==> src/rtl/tlc_multiway_if.sv <==
// Lamp/request bundle for the multi-way traffic light controller.
// master drives the requests and watches the lamps; slave is the controller.
interface tlc_multiway_if #(
  parameter int NUM_WAYS = 4
) ();
  logic                        on;
  logic                        flash_mode;
  logic [NUM_WAYS-1:0]         ped_req;
  logic [NUM_WAYS-1:0]         r;
  logic [NUM_WAYS-1:0]         y;
  logic [NUM_WAYS-1:0]         g;
  logic [NUM_WAYS-1:0]         walk;
  logic [$clog2(NUM_WAYS)-1:0] active_way;

  modport master (output on, flash_mode, ped_req,
                  input  r, y, g, walk, active_way);
  modport slave  (input  on, flash_mode, ped_req,
                  output r, y, g, walk, active_way);
endinterface

==> src/rtl/tlc_multiway.sv <==
// Round-robin multi-way traffic light controller with latched pedestrian
// requests (extended green + walk) and a flashing-yellow night mode.
module tlc_multiway #(
  parameter int NUM_WAYS = 4,
  parameter int GREEN_T  = 8,
  parameter int YELLOW_T = 3,
  parameter int ALLRED_T = 2,
  parameter int PED_EXT  = 4,
  parameter int FLASH_T  = 5
) (
  input  logic           clk,
  input  logic           rst_n,
  tlc_multiway_if.slave  bus
);

  function automatic int imax(input int a, input int b);
    return (a > b) ? a : b;
  endfunction

  localparam int WW   = $clog2(NUM_WAYS);
  localparam int MAXD = imax(imax(GREEN_T + PED_EXT, YELLOW_T), imax(ALLRED_T, FLASH_T));
  localparam int CW   = $clog2(MAXD + 1);

  localparam logic [CW-1:0] LD_GREEN  = CW'(GREEN_T - 1);
  localparam logic [CW-1:0] LD_GPED   = CW'(GREEN_T + PED_EXT - 1);
  localparam logic [CW-1:0] LD_YELLOW = CW'(YELLOW_T - 1);
  localparam logic [CW-1:0] LD_ALLRED = CW'(ALLRED_T - 1);
  localparam logic [CW-1:0] LD_FLASH  = CW'(FLASH_T - 1);
  localparam logic [WW-1:0] LAST_WAY  = WW'(NUM_WAYS - 1);

  typedef enum logic [2:0] {S_IDLE, S_GREEN, S_YELLOW, S_ALLRED, S_FLASH} state_t;

  state_t              state, nxt_state;
  logic [WW-1:0]       way, nxt_way, gway;
  logic [CW-1:0]       cnt, nxt_cnt;
  logic                ph, nxt_ph;
  logic                grant, nxt_grant, go_green;
  logic [NUM_WAYS-1:0] pending, nxt_pending;
  logic [NUM_WAYS-1:0] o_r, o_y, o_g, o_walk;

  always_comb begin
    nxt_state   = state;
    nxt_way     = way;
    nxt_cnt     = cnt;
    nxt_ph      = ph;
    nxt_grant   = grant;
    nxt_pending = pending | bus.ped_req;
    go_green    = 1'b0;
    gway        = way;

    case (state)
      S_IDLE: begin
        if (bus.flash_mode) begin
          nxt_state = S_FLASH;
          nxt_cnt   = LD_FLASH;
          nxt_ph    = 1'b1;
        end else if (bus.on) begin
          go_green = 1'b1;
          gway     = '0;
        end
      end
      S_GREEN: begin
        if (!bus.on || bus.flash_mode || cnt == '0) begin
          nxt_state = S_YELLOW;
          nxt_cnt   = LD_YELLOW;
          nxt_grant = 1'b0;
        end else begin
          nxt_cnt = cnt - 1'b1;
        end
      end
      S_YELLOW: begin
        if (cnt == '0) begin
          nxt_state = S_ALLRED;
          nxt_cnt   = LD_ALLRED;
        end else begin
          nxt_cnt = cnt - 1'b1;
        end
      end
      S_ALLRED: begin
        if (cnt != '0) begin
          nxt_cnt = cnt - 1'b1;
        end else if (bus.flash_mode) begin
          nxt_state = S_FLASH;
          nxt_cnt   = LD_FLASH;
          nxt_ph    = 1'b1;
        end else if (!bus.on) begin
          nxt_state = S_IDLE;
          nxt_cnt   = '0;
        end else begin
          go_green = 1'b1;
          gway     = (way == LAST_WAY) ? '0 : way + 1'b1;
        end
      end
      S_FLASH: begin
        // Leaving night mode parks on the last way so the next green is way 0.
        if (!bus.flash_mode) begin
          nxt_state = S_ALLRED;
          nxt_cnt   = LD_ALLRED;
          nxt_way   = LAST_WAY;
          nxt_ph    = 1'b0;
        end else if (cnt == '0) begin
          nxt_cnt = LD_FLASH;
          nxt_ph  = ~ph;
        end else begin
          nxt_cnt = cnt - 1'b1;
        end
      end
      default: nxt_state = S_IDLE;
    endcase

    if (go_green) begin
      nxt_state         = S_GREEN;
      nxt_way           = gway;
      nxt_grant         = pending[gway] | bus.ped_req[gway];
      nxt_cnt           = nxt_grant ? LD_GPED : LD_GREEN;
      nxt_pending[gway] = 1'b0;
    end

    // Lamps are decoded from the next state so the registered outputs line up with it.
    o_r    = '1;
    o_y    = '0;
    o_g    = '0;
    o_walk = '0;
    case (nxt_state)
      S_GREEN: begin
        o_g[nxt_way]    = 1'b1;
        o_r[nxt_way]    = 1'b0;
        o_walk[nxt_way] = nxt_grant;
      end
      S_YELLOW: begin
        o_y[nxt_way] = 1'b1;
        o_r[nxt_way] = 1'b0;
      end
      S_FLASH: begin
        o_r = '0;
        o_y = {NUM_WAYS{nxt_ph}};
      end
      default: ;
    endcase
  end

  always_ff @(posedge clk or negedge rst_n) begin
    if (!rst_n) begin
      state          <= S_IDLE;
      way            <= '0;
      cnt            <= '0;
      ph             <= 1'b0;
      grant          <= 1'b0;
      pending        <= '0;
      bus.r          <= '1;
      bus.y          <= '0;
      bus.g          <= '0;
      bus.walk       <= '0;
      bus.active_way <= '0;
    end else begin
      state          <= nxt_state;
      way            <= nxt_way;
      cnt            <= nxt_cnt;
      ph             <= nxt_ph;
      grant          <= nxt_grant;
      pending        <= nxt_pending;
      bus.r          <= o_r;
      bus.y          <= o_y;
      bus.g          <= o_g;
      bus.walk       <= o_walk;
      bus.active_way <= nxt_way;
    end
  end

  a_single_way: assert property (@(posedge clk) disable iff (!rst_n)
    (state != S_FLASH) |-> $onehot0(bus.g | bus.y));
  a_green_exclusive: assert property (@(posedge clk) disable iff (!rst_n)
    (|bus.g) |-> ((bus.r | bus.g) == '1));

endmodule

==> src/flat_wrapper.sv <==
// flat-port wrapper written by rule: the top's interface ports become plain ports
module tlc_multiway_flat 
#(
  parameter int NUM_WAYS = 4,
  parameter int GREEN_T  = 8,
  parameter int YELLOW_T = 3,
  parameter int ALLRED_T = 2,
  parameter int PED_EXT  = 4,
  parameter int FLASH_T  = 5
)
  (clk, rst_n, bus_on, bus_flash_mode, bus_ped_req, bus_r, bus_y, bus_g, bus_walk, bus_active_way);
  tlc_multiway_if #(.NUM_WAYS(NUM_WAYS)) bus_i ();
  input  logic clk;
  input  logic rst_n;
  input wire logic [$bits(bus_i.on)-1:0] bus_on;
  input wire logic [$bits(bus_i.flash_mode)-1:0] bus_flash_mode;
  input wire logic [$bits(bus_i.ped_req)-1:0] bus_ped_req;
  output wire logic [$bits(bus_i.r)-1:0] bus_r;
  output wire logic [$bits(bus_i.y)-1:0] bus_y;
  output wire logic [$bits(bus_i.g)-1:0] bus_g;
  output wire logic [$bits(bus_i.walk)-1:0] bus_walk;
  output wire logic [$bits(bus_i.active_way)-1:0] bus_active_way;
  assign bus_i.on = bus_on;
  assign bus_i.flash_mode = bus_flash_mode;
  assign bus_i.ped_req = bus_ped_req;
  assign bus_r = bus_i.r;
  assign bus_y = bus_i.y;
  assign bus_g = bus_i.g;
  assign bus_walk = bus_i.walk;
  assign bus_active_way = bus_i.active_way;
  tlc_multiway #(.NUM_WAYS(NUM_WAYS), .GREEN_T(GREEN_T), .YELLOW_T(YELLOW_T), .ALLRED_T(ALLRED_T), .PED_EXT(PED_EXT), .FLASH_T(FLASH_T)) u_core (.clk(clk), .rst_n(rst_n), .bus(bus_i));
endmodule
==> config.mk <==
export PLATFORM = sky130hd
export DESIGN_NAME = tlc_multiway_flat
export DESIGN_NICKNAME = d
export VERILOG_FILES = /design/src/rtl/tlc_multiway_if.sv /design/src/rtl/tlc_multiway.sv /design/src/flat_wrapper.sv
export SDC_FILE = /design/constraint.sdc
export NUM_CORES = 1
export LEC_CHECK = 0
export CORE_MARGIN = 2
export CORE_UTILIZATION = 58
export DETAILED_ROUTE_END_ITERATION = 12
export GPL_TIMING_DRIVEN = 1
export PLACE_DENSITY = 0.87
export SYNTH_ARGS = -nofsm -noshare
export SYNTH_HDL_FRONTEND = slang
export SYNTH_SLANG_ARGS = --single-unit
export TNS_END_PERCENT = 5
==> constraint.sdc <==
create_clock -name clk -period 4.6 [get_ports clk]
set_clock_uncertainty 0.1 [all_clocks]
set_input_delay 0.69 -clock clk [delete_from_list [all_inputs] [get_ports clk]]
set_output_delay 0.69 -clock clk [all_outputs]
set_load 0.05 [all_outputs]
# --- Word level (Yosys, flattened, before mapping) ---
# Cells that the tools add are included.
totals:
  in_bits: 8
  register_bits: 31
  wordCells: 99
classes:
  eq_ne: 10
  add_sub_neg: 2
  n_reduce_logical: 11
  bitwise_logic: 7
  n_mux: 55
  magnitude_cmp: 4
op_table:
  columns: ["op", "count"]
  rows:
  - ["$mux 4", 13]
  - ["$mux 3", 8]
  - ["$pmux 4 s5", 1]
  - ["$mux 2", 9]
  - ["$pmux 4 s2", 2]
  - ["$pmux 3 s5", 1]
  - ["$mux 1", 14]
  - ["$eq 3x2->1 const B", 3]
  - ["$and 4x4->4", 2]
  - ["$not 4->4", 2]
  - ["$eq 3x1->1 const B", 2]
  - ["$eq 3x3->1 const B", 2]
  - ["$lt 2x3->1 const B", 2]
  - ["$reduce_bool 6->1", 1]
  - ["$ne 5x3->1 const B", 1]
  - ["$bmux 1 s2", 2]
  - ["$demux 1 s2", 2]
  - ["$ge 2x1->1 const B", 2]
  - ["$logic_not 4->1", 1]
  - ["$or 4x4->4", 1]
  - ["$pmux 2 s2", 1]
  - ["$reduce_bool 4->1", 1]
  - ["$sub 4x1->4 const B", 1]
  - ["$logic_not 3->1", 1]
  - ["12 further kinds", 14]

# --- Logic depth before layout (Yosys ltp) ---
# Gate-level depths: netlist of run 1.
depth:
  word_depth: 13
  depth_mapped: 10
  mapped_depth_nobuf: 8

# --- Worst setup path after synthesis of run 1 ---
# Ideal clock, no wire load.
synth_timing:
  path_type: "register -> register"
  startpoint: "register u_core.cnt[0]"
  endpoint: "register u_core.cnt[3]"
  synth_period_minus_slack_ps: 2553
  t_required_ps: 4369
  stages_incl_launch_ff: 10
  setup_ps: 131
  path_slack_ps: 2047
  arrival_time_ps: 2323
  path_cell_list: "dfrtp_1 inv_1 ha_1 or3b_1 buf_6 a2111oi_4 o2bb2ai_2 a211o_1 a32oi_4 o21ai_1"
synth_via:
  elab_chain_len: 8
  word_cells_on_any_way: 25
  classes_between: "add/sub (1); eq/ne (2); mux (16); bitwise (1); reduce/logical (5)"
synth_rtl:
  columns: ["element", "line_no", "rtl"]
  rows:
  - ["start, declared", "tlc_multiway.sv:35", "logic [CW-1:0] cnt, nxt_cnt;"]
  - ["start signal, assigned", "tlc_multiway.sv:158", "cnt <= nxt_cnt;"]
  - ["$reduce_bool 4->1", "tlc_multiway.sv:80", "if (cnt != '0) begin"]
  - ["$mux 2", "tlc_multiway.sv:80", null]
  - ["$pmux 2 s2", "tlc_multiway.sv:51", "case (state)"]
  - ["$bmux 1 s2", "tlc_multiway.sv:114", "nxt_grant = pending[gway] | bus.ped_req[gway];"]
  - ["$mux 1 (implied by the code)", "tlc_multiway.sv:114", null]
  - ["$or 1x1->1", "tlc_multiway.sv:114", null]
  - ["$mux 4", "tlc_multiway.sv:115", "nxt_cnt = nxt_grant ? LD_GPED : LD_GREEN;"]
  - ["$mux 4", "tlc_multiway.sv:111", "if (go_green) begin"]
# Several ways; a longest one is shown, not always the timed one. The select of a mux whose other input is x is not followed.
# A chain may end at the register's enable or synchronous reset.

# --- Final worst setup path of run 1 ---
layout_timing:
  startpoint: "input port bus_flash_mode"
  endpoint: "register u_core.bus.walk[3]"
layout_via:
  elab_chain_len: 10
  word_cells_on_any_way: 35
  classes_between: "order compare (2); eq/ne (1); mux (27); bitwise (2); reduce/logical (3)"
layout_rtl:
  columns: ["element", "line_no", "rtl"]
  rows:
  - ["start, declared", "flat_wrapper.sv:16", "input wire logic [$bits(bus_i.flash_mode)-1:0] bus_flash_mode;"]
  - ["$mux 2 or $mux 1 (tied branches)", "tlc_multiway.sv:82", "end else if (bus.flash_mode) begin"]
  - ["$mux 2 or $mux 1 (tied branches)", "tlc_multiway.sv:80", null]
  - ["$pmux 2 s2 or $pmux 1 s2 (tied branches)", "tlc_multiway.sv:51", null]
  - ["$mux 2", "tlc_multiway.sv:111", null]
  - ["$lt 2x3->1 (implied by the code) or $ge 2x1->1 (tied branches)", "tlc_multiway.sv:128", "o_walk[nxt_way] = nxt_grant;"]
  - ["$logic_and 1x1->1 (implied by the code)", "tlc_multiway.sv:128", null]
  - ["$mux 1 (implied by the code)", "tlc_multiway.sv:128", null]
  - ["$demux 1 s2", null, null]
  - ["$and 4x4->4 (no source line)", null, null]
  - ["$mux 4 *", "tlc_multiway.sv:124", "case (nxt_state)"]
  - ["net u_core.o_walk[3]", "tlc_multiway.sv:39", "logic [NUM_WAYS-1:0] o_r, o_y, o_g, o_walk;"]
  - ["end signal, assigned", "tlc_multiway.sv:165", "bus.walk <= o_walk;"]
  - ["end, declared", "tlc_multiway_if.sv:18", "output r, y, g, walk, active_way);"]
# The timed path passes the listed nets; every way through them passes the cells marked *. The select of a mux whose other input is x is not followed.

==> metrics.txt, run 1 <==
CP Capture Type register; number of global-route vias before repair roughly 1600; R2R setup slack 1580 ps; layout cells sized above 1 11.6%; initial antenna violation count 0; clk slew on worst S/H paths roughly 100 ps; synth warn 0; placed cells 260; std cell rows 20; Overflow after GRT 0; initial drt markers roughly 150; io pins 26; Finished Core Util 71.1%; Tot Pwr ~0.0016 W; WHS 434 ps; #FFs+latches synth 31; Final Cycle Share between 60% and 70%; XOR/XNOR share of the synthesized area 1.43%; first-pass GRT wire length 7.22 mm; WP data arrival 3170 ps; Final TNS setup 0 ps; ys flop type dfrtp_1; Mean Syn Cell Area 9.02 um2; Post-DRT Antenna Nets 0; mux contribution to synthesized area 1.64%; P per Cell Area between 700 and 800 nW/um2; MaxCap Viol Count 0; TritonCTS clock tree built; # H-tree levels 2; Initial Utilization 60.5%; CP Max Fanout 15; Leak 0.854 nW; Setup Buffers After CTS 0; combinational family with the most area after synthesis compound AO/OA/AOI/OAI gates; DRC Markers 0; Clk Latency, worst-skew pair about 340 ps; Synth Area in Adders 2.05%; minimum clock period after layout ~3000 ps; R2R Path Start u_core.cnt[0]; Wirelength per Cell 16.8 um; IO buf count 25; crit path capture u_core.bus.walk[3]; Finished Layout Cells 268; Post-synth EDFFs 0; asr flop ratio synth 100%; fmax 329 MHz; antenna cells 0; DR pass1 iterations 5; FF-to-FF End u_core.cnt[3]; Slew @ Worst Pin 697 ps; sequential-to-total area share from yosys stat 42.6%; Final nets 234; largest net degree at the start of global routing 32; unrepaired setup endpoints after global routing false; worst rel slew slack a little over half; setup violators final 0; HPWL after detailed placement ~3.2 mm; final hold violation count 0; Area growth, synth to finish 17.6%; # resized after CTS 0; vias per cell about 6.4; Die ar. ~3600 um2; core footprint 3030 um2; maximum vdd drop 0.353 mV; Netlist cell types 55; Crit Path Class in2reg; Gate Count Post-Synth 203; Clock Tree Buf Depth 2; depth of the most critical reg-to-reg path 8; Vias 1706; Req. time, crit path 4730 ps; clock sink total 31; GRT Util Overall 27.2%; startpoint types input pin; Hold WC Path Type reg2reg; count of pins over their slew limit 0; Crit. Startpoint bus_flash_mode; GPL Wtd Cong between 1 and 1.5; Total Wirelength 4.49 mm; simple-gate share of the synthesized area 22.5%; CTS Buf Count 5; Mapped Area between 1500 and 2000 um2; DIE WIDTH 60.2 um; status finished clean; CTS Root Cell clkbuf_4; compound-gate portion of the synthesized area 24.9%; fillers about 230; hold bufs inserted after CTS 0; Syn Nets between 200 and 250; Vert. Die Dim 60.2 um
## state kept, by name (all words and copies together), names as in the netlist
signal	cells
u_core.pending	4
u_core.bus.g	4
u_core.bus.r	4
u_core.bus.y	4
u_core.state	3
u_core.cnt	4
u_core.grant	1
u_core.bus.walk	4
u_core.bus.active_way	2
u_core.ph	1
## synth_stat cells, types with 2 or more instances
master     n  area share (%)
dfrtp_1   27              37
nand2_1   21             4.3
nor2_1    18             3.7
a21oi_1   14             3.8
o21ai_0   12             3.3
clkbuf_1  11             2.3
nor3_1     9             2.5
a31oi_1    7             2.4
inv_1      6             1.2
nand3_1    6             1.6
dfstp_2    4             5.7
nor4_1     4             1.4
o22a_1     4             1.9
o22ai_1    4             1.4
ha_1       3             2.0
mux2i_1    3             1.6
nor2b_1    3             1.0
a211o_1    2            0.96
and2_1     2            0.68
and3_1     2            0.68
buf_2      2            0.55
nor3b_1    2            0.82
o21ai_1    2            0.55
o311ai_0   2            0.96
or3_1      2            0.68
xor2_1     2            0.96
## cell families (layout without fill, tap and decap cells)
group | Yosys count | after routing
AND/OR/NAND/NOR | 80 | 80
AO/OA/AOI/OAI | 62 | 62
flip-flops | 31 | 31
buffers and inverters | 21 | 42
adder cells (fa/ha/maj) | 3 | 3
XOR/XNOR | 3 | 3
multiplexers | 3 | 3
## how the worst min path moves through the flow
| stage | start | end | slack [ps] | depth (start not counted) |
|---|---|---|---|---|
| floorplan | rst_n | u_core.bus.active_way[0] | 290 | 0 |
| global placement | u_core.pending[1] | u_core.pending[1] | 400 | 1 |
| detailed placement | u_core.pending[0] | u_core.pending[0] | 410 | 1 |
| CTS | u_core.pending[0] | u_core.pending[0] | 440 | 1 |
| global route | u_core.pending[0] | u_core.pending[0] | 460 | 1 |
| finish | u_core.pending[0] | u_core.pending[0] | 430 | 1 |
## report_power, final
part / switching (W) / internal (W)
logic: 0.000582 / 0.000341
registers: 0.000121 / 0.000369
clock network: 0.0000953 / 0.0000740
## stage by stage
stage	worst slack (ps)	cell area, um2
2_1_floorplan	2050	1830
3_3_place_gp	1360	2090
3_5_place_dp	1230	2090
4_1_cts	1590	2150
5_1_grt	1410	2150
6_report	1560	2150
## layout by cell type, fill, tap and decap left out, types with 2 or more instances in the layout
cell / n
dfstp_2: 4
nand2_1: 21
o22a_1: 4
o21ai_0: 12
nor2b_1: 3
a211o_1: 2
nor3b_1: 2
xor2_1: 2
clkbuf_4: 5
dfrtp_1: 27
inv_1: 6
nor3_1: 9
nor2_1: 18
o22ai_1: 4
and2_1: 2
and3_1: 2
mux2i_1: 3
a31oi_1: 7
nor4_1: 4
buf_4: 3
clkdlybuf4s50_1: 25
a21oi_1: 14
or3_1: 2
o311ai_0: 2
nand3_1: 6
ha_1: 3
o21ai_1: 2
## critical path, cell delays in order
cell and delay [ps]:
clkdlybuf4s50_1 630, or4b_1 590, a21oi_1 210, a211o_1 200, mux2i_1 300, a32oi_4 210, nor4_1 330
## area by class of cell
type / count / area (um2) / area share [%]
clock buffer: 7 / 55.1 / 2.56
clock inverter: 1 / 5.00 / 0.232
inverter: 6 / 22.5 / 1.05
multi-input combinational: 151 / 962 / 44.7
sequential: 31 / 781 / 36.3
tap: 44 / 55.1 / 2.56
timing repair buffer: 28 / 273 / 12.7
## metal layers
layer	GRT usage [%]	vias to the layer above	wire length, um
li1	-	792	-
met1	32.9	793	1800
met2	44.7	91	2190
met3	6.49	30	284
met4	14.3	0	216
met5	0	-	0
(Power assumes the default switching activity.)
==> inputs of run 2 (changes only) <==
--- a/config.mk
+++ b/config.mk
@@ -6,10 +6,10 @@
 export NUM_CORES = 1
 export LEC_CHECK = 0
 export CORE_MARGIN = 2
-export CORE_UTILIZATION = 58
+export CORE_UTILIZATION = 54
 export DETAILED_ROUTE_END_ITERATION = 12
 export GPL_TIMING_DRIVEN = 1
-export PLACE_DENSITY = 0.87
+export PLACE_DENSITY = 0.82
 export SYNTH_ARGS = -nofsm -noshare
 export SYNTH_HDL_FRONTEND = slang
 export SYNTH_SLANG_ARGS = --single-unit
==> constraint.sdc (replaced) <==
create_clock -name clk -period 3.03 [get_ports clk]
set_clock_uncertainty 0.1 [all_clocks]
set_input_delay 0.4545 -clock clk [delete_from_list [all_inputs] [get_ports clk]]
set_output_delay 0.4545 -clock clk [all_outputs]
set_load 0.05 [all_outputs]
==> metrics.txt, run 2 (same netlist as run 1, synthesis figures left out) <==
most frequent cells in the layout 27 x dfrtp_1, 25 x clkdlybuf4s50_1, 21 x nand2_1; CP Capture Type register; GR Util met1 35.7% (+2.8 points); initial antenna violation count 0 (unchanged); Leak 0.932 nW (+9.0%); Setup Buffers After CTS 0 (unchanged); core footprint 3280 um2 (+8.5%); antenna cells 0 (unchanged); R2R setup slack 260 ps (-1320 ps); HPWL after detailed placement 3.45 mm (+7.8%); fillers 278 (+21%); clk slew on worst S/H paths 120 ps (+20 ps); number of global-route vias before repair 1679 (+8.1%); Finished Layout Cells 283 (+5.6%); Finished Cell Area 2280 um2 (+5.9%); met2 global-route usage 43.3% (-1.4 points); setup violators final 0 (unchanged); worst rel slew slack 66.5% (+13 points); startpoint types register; Final TNS setup 0 ps (unchanged); Most Crowded Layer GR met2; Hold WC Path Type in2async; GPL Wtd Cong 0.921 (-10%); clock sink total 31 (unchanged); std cell rows 21 (+5.0%); placed cells 275 (+5.8%); maximum vdd drop 0.592 mV (+68%); Crit Path Class reg2reg; Reg area 781 um2 (unchanged); Die ar. 3870 um2 (+6.9%); status finished clean; Post-DRT Antenna Nets 0 (unchanged); layout cells sized above 1 16.9% (+5.3 points); most common cell after layout, fill and taps aside dfrtp_1; Initial Utilization 55.8% (-4.7 points); CP Max Fanout 10 (-5); hold bufs inserted after CTS 0 (unchanged); Clk Latency, worst-skew pair 350 ps (about the same); Req. time, crit path 3150 ps (-1580 ps); fmax approximately 360 MHz; Total Wirelength 4.65 mm (+3.4%); GRT Util Overall 27.0% (-0.20 points); # resized after CTS 0 (unchanged); final hold violation count 0 (unchanged); DIE WIDTH 62.2 um (+3.4%); Wirelength per Cell 16.4 um (-2.1%); DR pass1 iterations 4 (-1); IO buf count 25 (unchanged); Vert. Die Dim 62.2 um (+3.4%); DP Area 2190 um2 (+4.8%); global-route track usage on met3 5.25% (-1.2 points); area of the multi-input gates 962 um2 (unchanged); Final nets 247 (+5.6%); MaxCap Viol Count 0 (unchanged); first-pass GRT wire length 8.14 mm (+13%); CTS Buf Count 5 (unchanged); unrepaired setup endpoints after global routing false; DRC Markers 0 (unchanged); count of pins over their slew limit 0 (unchanged); minimum clock period after layout around 2800 ps; initial drt markers 100 (-32%); Clock Tree Buf Depth 2 (unchanged); WP data arrival 2900 ps (-270 ps); Slew @ Worst Pin 501 ps (-195 ps); CTS Root Cell clkbuf_4; Vias 1723 (+1.0%); Area growth, synth to finish 24.5%; Final Cycle Share between 90 and 100%; largest net degree at the start of global routing 32 (unchanged); # H-tree levels 2 (unchanged); Overflow after GRT 0 (unchanged); io pins 26 (unchanged); vias per cell 6.09 (-4.4%); P per Cell Area 1130 nW/um2 (+53%); TritonCTS clock tree built
## run 2: changes by cell type in the layout (fill, tap and decap cells not counted)
cell	previous run	this run
buf_4	3	16
bufinv_16	0	1
clkbuf_1	1	0
## run 2: area by class of cell
| class | count | share of cell area, % |
|---|---|---|
| Multi-Input combinational cell | 151 | 42.2 |
| Sequential cell | 31 | 34.2 |
| Timing Repair Buffer | 41 | 16.2 |
| Tap cell | 46 | 2.52 |
| Clock buffer | 6 | 2.25 |
| Clock inverter | 2 | 1.54 |
| Inverter | 6 | 0.988 |
## run 2: worst max-delay path, cell delays in order, from the launching register on
cell       delay [ps]
dfrtp_1           380
inv_1             110
ha_1              200
or3b_1            540
a2111oi_4         550
o2bb2ai_2         100
a211o_1           270
a32oi_4           270
o21ai_1           130
## run 2: per-layer routing
metal	vias up	part of all wire (%)
met5	-	0
met4	0	2.9
met3	17	7.0
met2	84	50
met1	813	41
li1	809	-
## run 2: power breakdown
group | switching [W] | leakage [nW] | internal, W
clock network | 0.000159 | 0.0482 | 0.000195
logic | 0.000938 | 0.513 | 0.000578
registers | 0.000134 | 0.370 | 0.000562
total | 0.00123 | 0.932 | 0.00133
## run 2: worst paths after layout
path | from | cells past startpoint | endpoint
min reg2reg | u_core.pending[1] | 1 | u_core.pending[1]
max reg2reg | u_core.cnt[0] | 8 | u_core.cnt[3]
min | rst_n | 2 | u_core.state[1]
min in group clk | u_core.pending[1] | 1 | u_core.pending[1]
max in group asynchronous | rst_n | 2 | u_core.bus.r[2]
max | u_core.cnt[0] | 8 | u_core.cnt[3]
## run 2: stage by stage
| stage | util [%] | setup WS, ps | power [W] | hold WS (ps) |
|---|---|---|---|---|
| 2_1_floorplan | - | 477 | 0.00177 | 58.9 |
| 3_3_place_gp | 66.8 | 278 | 0.00215 | 398 |
| 3_5_place_dp | 66.8 | 215 | 0.00220 | 406 |
| 4_1_cts | 69.4 | 273 | 0.00255 | 395 |
| 5_1_grt | 69.4 | 118 | 0.00276 | 410 |
| 6_report | 69.4 | 256 | 0.00257 | 363 |
